<file path="src/rtl/display_arbiter.sv">
// Two-requester arbiter for the shared 4-digit seven-segment display:
// round-robin ownership with a minimum hold slice and optional leading-zero blanking.
module display_arbiter #(
  parameter int          HOLD_WIDTH  = 20,
  parameter int          HOLD_CYCLES = 1000000,
  parameter logic [15:0] IDLE_NUMBER = 16'h0000
) (
  input  logic        clock,
  input  logic        reset_n,
  input  logic [1:0]  req,
  input  logic [15:0] num0,
  input  logic [3:0]  en0,
  input  logic [15:0] num1,
  input  logic [3:0]  en1,
  input  logic        blank_lz,
  output logic [1:0]  grant,
  output logic [15:0] number,
  output logic [3:0]  digit_enables
);

  typedef enum logic [1:0] {
    IDLE = 2'b00,
    OWN0 = 2'b01,
    OWN1 = 2'b10
  } state_t;

  localparam logic [HOLD_WIDTH-1:0] HOLD_MAX = HOLD_WIDTH'(HOLD_CYCLES - 1);

  state_t                  state_reg;
  state_t                  state_next;
  logic                    last_reg;
  logic [HOLD_WIDTH-1:0]   hold_cnt_reg;
  logic [15:0]             number_reg;
  logic [3:0]              digit_enables_reg;
  logic [15:0]             sel_num;
  logic [3:0]              sel_en;
  logic [3:0]              lz_mask;

  always_comb begin
    state_next = state_reg;
    case (state_reg)
      IDLE: begin
        case (req)
          2'b01:   state_next = OWN0;
          2'b10:   state_next = OWN1;
          2'b11:   state_next = last_reg ? OWN0 : OWN1;
          default: state_next = IDLE;
        endcase
      end
      OWN0: begin
        // A dropped request hands over at once; otherwise the slice must expire.
        if (!req[0])
          state_next = req[1] ? OWN1 : IDLE;
        else if (req[1] && hold_cnt_reg == HOLD_MAX)
          state_next = OWN1;
      end
      OWN1: begin
        if (!req[1])
          state_next = req[0] ? OWN0 : IDLE;
        else if (req[0] && hold_cnt_reg == HOLD_MAX)
          state_next = OWN0;
      end
      default: state_next = IDLE;
    endcase
  end

  // Outputs follow the owner that will hold the display after this edge.
  always_comb begin
    sel_num = (state_next == OWN1) ? num1 : num0;
    sel_en  = (state_next == OWN1) ? en1  : en0;
    lz_mask = 4'b1111;
    if (blank_lz) begin
      lz_mask[3] = (sel_num[15:12] != 4'h0);
      lz_mask[2] = (sel_num[15:8]  != 8'h00);
      lz_mask[1] = (sel_num[15:4]  != 12'h000);
      lz_mask[0] = 1'b1;
    end
  end

  always_ff @(posedge clock) begin
    if (!reset_n) begin
      state_reg         <= IDLE;
      last_reg          <= 1'b1;
      hold_cnt_reg      <= '0;
      number_reg        <= IDLE_NUMBER;
      digit_enables_reg <= 4'b0000;
    end else begin
      state_reg <= state_next;

      if (state_next != state_reg || state_next == IDLE)
        hold_cnt_reg <= '0;
      else if (hold_cnt_reg != HOLD_MAX)
        hold_cnt_reg <= hold_cnt_reg + HOLD_WIDTH'(1);

      if (state_next != state_reg && state_reg != IDLE)
        last_reg <= (state_reg == OWN1);

      if (state_next == IDLE) begin
        number_reg        <= IDLE_NUMBER;
        digit_enables_reg <= 4'b0000;
      end else begin
        number_reg        <= sel_num;
        digit_enables_reg <= sel_en & lz_mask;
      end
    end
  end

  assign grant         = state_reg;
  assign number        = number_reg;
  assign digit_enables = digit_enables_reg;

endmodule

</file>
<file path="config.mk">
export PLATFORM = sky130hd
export DESIGN_NAME = display_arbiter
export DESIGN_NICKNAME = d
export VERILOG_FILES = /design/src/rtl/display_arbiter.sv
export SDC_FILE = /design/constraint.sdc
export NUM_CORES = 1
export LEC_CHECK = 0
export BUFFER_PORTS_ARGS = -buffer_cell sky130_fd_sc_hd__buf_2
export CORE_UTILIZATION = 45
export DETAILED_ROUTE_END_ITERATION = 8
export PLACE_DENSITY = 0.75
export SLEW_MARGIN = 20
export SYNTH_ARGS = -nofsm -noshare
export SYNTH_HDL_FRONTEND = slang
export SYNTH_SLANG_ARGS = --single-unit
</file>
<file path="constraint.sdc">
create_clock -name clock -period 2.3 [get_ports clock]
set_clock_uncertainty 0.2 [all_clocks]
set_input_delay 0.23 -clock clock [delete_from_list [all_inputs] [get_ports clock]]
set_output_delay 0.23 -clock clock [all_outputs]
set_load 0.05 [all_outputs]
</file>
### Word-level counts from Yosys, hierarchy flattened

Index checks and enable logic that the tools add are counted.

* ROM bits: 0
* flip-flop bits (word level): 43
* memories: 0
* latch bits: 0
* RAM bits: 0
* output and inout port bits: 22
* input bits: 45

* div/mod/pow operators: 0
* reductions and logical operators: 12
* bitwise logic cells: 2
* $mul: 0
* shifts and indexed selects: 0
* equality and inequality tests: 9
* $add $sub $neg: 1
* muxes and demuxes: 12
* $lt $le $gt $ge: 0

Operators with widths (count)
* adder 20 x 1 -> 20 bit, second input constant: 1
* equality test 20 bit, second input constant: 1
* != test 20 bit, second input constant: 1
* two-way mux 16 bit: 1
* two-way mux 2 bit: 6
* case mux 2 bit (3 select lines): 2
* nonzero test 12 bit: 1
* equality test 2 bit, second input constant: 4
* two-way mux 4 bit: 2
* nonzero test 8 bit: 1
* AND 4 bit: 1
* equality test 2 x 1 -> 1 bit, second input constant: 2
* logical NOT 2 bit: 2
* nonzero test 4 bit: 1
* OR reduction 2 bit: 2
* logical AND 1 bit: 3
* != test 2 bit: 1
* nonzero test 2 bit: 1
* logical OR 1 bit: 1
* two-way mux 1 bit: 1
* NOT 1 bit: 1

### Depth between registers and ports, before layout

* word-level depth: 10
* gate-level depth with buffers: 8

### Worst setup path after synthesis

No wires, ideal clock.

* path type: flip-flop to flip-flop
* start point: register hold_cnt_reg[6]
* end point: register hold_cnt_reg[4]
* arrival: 1.993 ns
* library setup time: 0.086 ns
* setup slack: 0.021 ns
* period minus slack after synthesis: 2.279 ns
* data required time: 2.014 ns
* stages on the path, launching flop included: 7
* buffers on the path: 1
* path through: dfxtp_1 > nor4b_4 > nand3_4 > or4_1 > a31o_1 > buf_6 > a221oi_2

* cells in the longest elaborated chain, start to end: 8

RTL lines
* from (decl): RTL line 32 `logic [HOLD_WIDTH-1:0] hold_cnt_reg;`
* from (signal assigned): RTL line 93 `hold_cnt_reg <= hold_cnt_reg + HOLD_WIDTH'(1);`
* equality test 20 bit: RTL line 54, 60
* logical AND 1 bit, on equally long branches: RTL line 60, 54
* two-way mux 2 bit, on equally long branches: RTL line 60, 54
* two-way mux 2 bit, on equally long branches: RTL line 58, 52
* case mux 2 bit (3 select lines): RTL line 41 `case (state_reg)`
* != test 2 bit / logical NOT 2 bit (equally long branches): RTL line 90 `if (state_next != state_reg || state_next == IDLE)`
* logical OR 1 bit: RTL line 90
* OR reduction 2 bit (no line)

Several ways; a longest one is shown, not always the timed one.
A chain may end at the register's enable or synchronous reset.

### Worst setup path after layout

* start point: register hold_cnt_reg[6]
* end point: register hold_cnt_reg[19]

Same word-level chain as after synthesis.

==> flow_metrics.env <==
export IMPL_cts_tree="built"
export IMPL_io_pins=67
export IMPL_crit_start="hold_cnt_reg[6]$_SDFFE_PP0P_"
export IMPL_worst_pin_slew_ns=0.623
export IMPL_wl_mm=7.12
export IMPL_max_freq_mhz=450
export IMPL_cp_start_kind="flop"
export IMPL_drive_gt1_frac=0.323
export IMPL_final_hold_violation_count=0
export IMPL_yosysSeqAreaShare=0.420
export IMPL_diodes=0
export IMPL_status="complete, no violations"
export IMPL_hold_class="in -> reg"
export IMPL_post_drt_wl_per_cell_um=17.9
export IMPL_synthFlopType="dfxtp_1"
export IMPL_fin_tns_setup_ns=0
export IMPL_power_leakage_nw=1.31
export IMPL_portBuffers=66
export IMPL_grt_pass1_wl_mm=11.6
export IMPL_clkLatencyLatePin_ns=0.31
export IMPL_grt_overflow_total=0
export IMPL_syn_nets=267
export IMPL_die_h_um=69.5
export IMPL_cts_buffer_depth=2
export IMPL_power_density_nw_per_um2=537
export IMPL_grt_pass1_vias=2374
export IMPL_drcViolationCount=0
export IMPL_vias=2360
export IMPL_cts_clk_slew_worst_paths_ns=0.09
export IMPL_worstPathCellList="nor4b_4, nand3_4, or4_4, a31o_4, buf_4, a21oi_2"
export IMPL_syn_area_um2=2050
export IMPL_synth_warnings=0
export IMPL_finalPower_mw=1.68
export IMPL_slowest_delay_ns=0.52
export IMPL_rows=24
export IMPL_syn_to_final_growth_pct=53.0
export IMPL_grt_usage=0.303
export IMPL_finalCriticalPeriod_ns=2.22
export IMPL_die_area_um2=4830
export IMPL_yosys_register_bits=43
export IMPL_synth_cells=221
export IMPL_slew_headroom=0.581
export IMPL_final_nets=392
export IMPL_gp_congestion=0.823
export IMPL_timing_final_crit_share=0.966
export IMPL_largest_reg_flops=20
export IMPL_endpoint_kind="flop"
export IMPL_initial_utilization=0.470
export IMPL_die_w_um=69.5
export IMPL_grt_setup_unrepaired="false"
export IMPL_via_per_inst=5.91
export IMPL_r2r_start="hold_cnt_reg[6]$_SDFFE_PP0P_"
export IMPL_ant_nets=0
export IMPL_hp_start="en0[1]"
export IMPL_coreArea_um2=4350
export IMPL_async_flop_share=0
export IMPL_peakVddDrop_mv=0.451
export IMPL_holdWs_ns=0.0516
export IMPL_finalSetupViolCount=0
export IMPL_crit_required_ns=2.33
export IMPL_ys_types=45
export IMPL_antenna_found_initial=0
export IMPL_drt_iter0_drc=181
export IMPL_crit_fanout=8
export IMPL_htree_levels=2
export IMPL_slowest_stage="or4_4"
export IMPL_final_cell_mix="66 x buf_2, 43 x dfxtp_1, 39 x dlygate4sd3_1"
export IMPL_cts_root_buf="clkbuf_8"
export IMPL_crit_type="reg -> reg"
export IMPL_synth_edf_count=0
export IMPL_cts_made_buffers=5
export IMPL_syn_area_per_cell_um2=9.27
export IMPL_hpwl_mm=3.83
export IMPL_final_common_cell="buf_2"
export IMPL_maxCapViolCount=0
export IMPL_slew_violations=0
export IMPL_firstDrtPassIters=5
export IMPL_critical_path_arrival_ns=2.26
export IMPL_grt_max_degree=21
export IMPL_clkSinkCount=43
[power breakdown]
part	internal [mW]	switching, mW
registers	0.776	0.0157
clock network	0.245	0.283
logic	0.149	0.214
total	1.17	0.513
[cells by family after synthesis]
kind of cell | synth area share
compound gates | 0.258
xor+xnor | 0.0641
fa+ha+maj | 0.00611
buf+inv | 0.0409
flops | 0.420
mux | 0.00489
simple gates | 0.205
[layer usage]
layer / wire length [µm] / track usage
met1: 2980 / 0.375
met4: 176 / 0.116
met5: 0 / 0
met3: 622 / 0.0770
met2: 3340 / 0.504
[critical path, delay by kind of cell (launching register included)]
family / cells / cell delay (ns)
buf+inv: 1 / 0.18
simple gates: 3 / 0.98
compound gates: 2 / 0.43
flops: 1 / 0.35
[synth_stat cells (2+ instances only)]
cell type,instances,share of area
a32o_1,2,0.0098
o21ai_0,4,0.0098
nor3_1,3,0.0073
nor2_1,10,0.018
nand2b_1,2,0.0061
o31ai_1,5,0.018
inv_1,5,0.0092
a221oi_2,2,0.015
or4_1,2,0.0073
a22o_1,17,0.073
nand4_1,4,0.012
nand2_1,11,0.020
o31a_1,2,0.0086
xor2_1,13,0.056
buf_2,4,0.0098
nor4_1,6,0.018
nand3_1,17,0.042
a22oi_1,2,0.0073
a21oi_1,19,0.046
xnor2_1,2,0.0086
o311ai_0,2,0.0086
and4_1,2,0.0086
or3_1,2,0.0061
a31oi_1,2,0.0061
o211ai_1,6,0.022
dfxtp_1,43,0.42
and3_1,6,0.018
clkbuf_1,9,0.016
[through the flow]
step / instances / util / cell area, µm² / worst slack [ns]
finish: 399 / 0.720 / 3130 / 0.0781
global route: 399 / 0.720 / 3130 / 0.00586
CTS: 397 / 0.710 / 3090 / 0.0289
detailed placement: 350 / 0.598 / 2600 / -0.00443
global placement: 350 / 0.598 / 2600 / 0.0604
floorplan: 221 / - / 2050 / 0.0211
[worst paths after layout]
path | to | slack (ns) | depth (start not counted)
worst max-delay path | hold_cnt_reg[19]$_SDFFE_PP0P_ | 0.08 | 6
worst min-delay path | digit_enables[1]$_SDFF_PP0_ | 0.05 | 3
worst min register to register | hold_cnt_reg[18]$_SDFFE_PP0P_ | 0.34 | 2
worst max register to register | hold_cnt_reg[19]$_SDFFE_PP0P_ | 0.08 | 6
[final cells by class]
| cell class | count | area, µm² |
|---|---|---|
| multi-input combinational | 159 | 1130 |
| sequential | 43 | 861 |
| clock buffer | 6 | 82.6 |
| tap | 52 | 65.1 |
| inverter | 5 | 18.8 |
| fill | 267 | 1220 |
| clock inverter | 2 | 16.3 |
| timing repair buffer | 132 | 961 |
[timing repair]
item,in CTS,in global routing
pin swaps,0,3
buffers inserted,0,2
endpoints found under the hold margin,21,0
gates resized for setup,1,7
endpoints found under the setup margin,2,35
hold buffers,39,0
No activity file was read; power rests on OpenSTA's default activity.
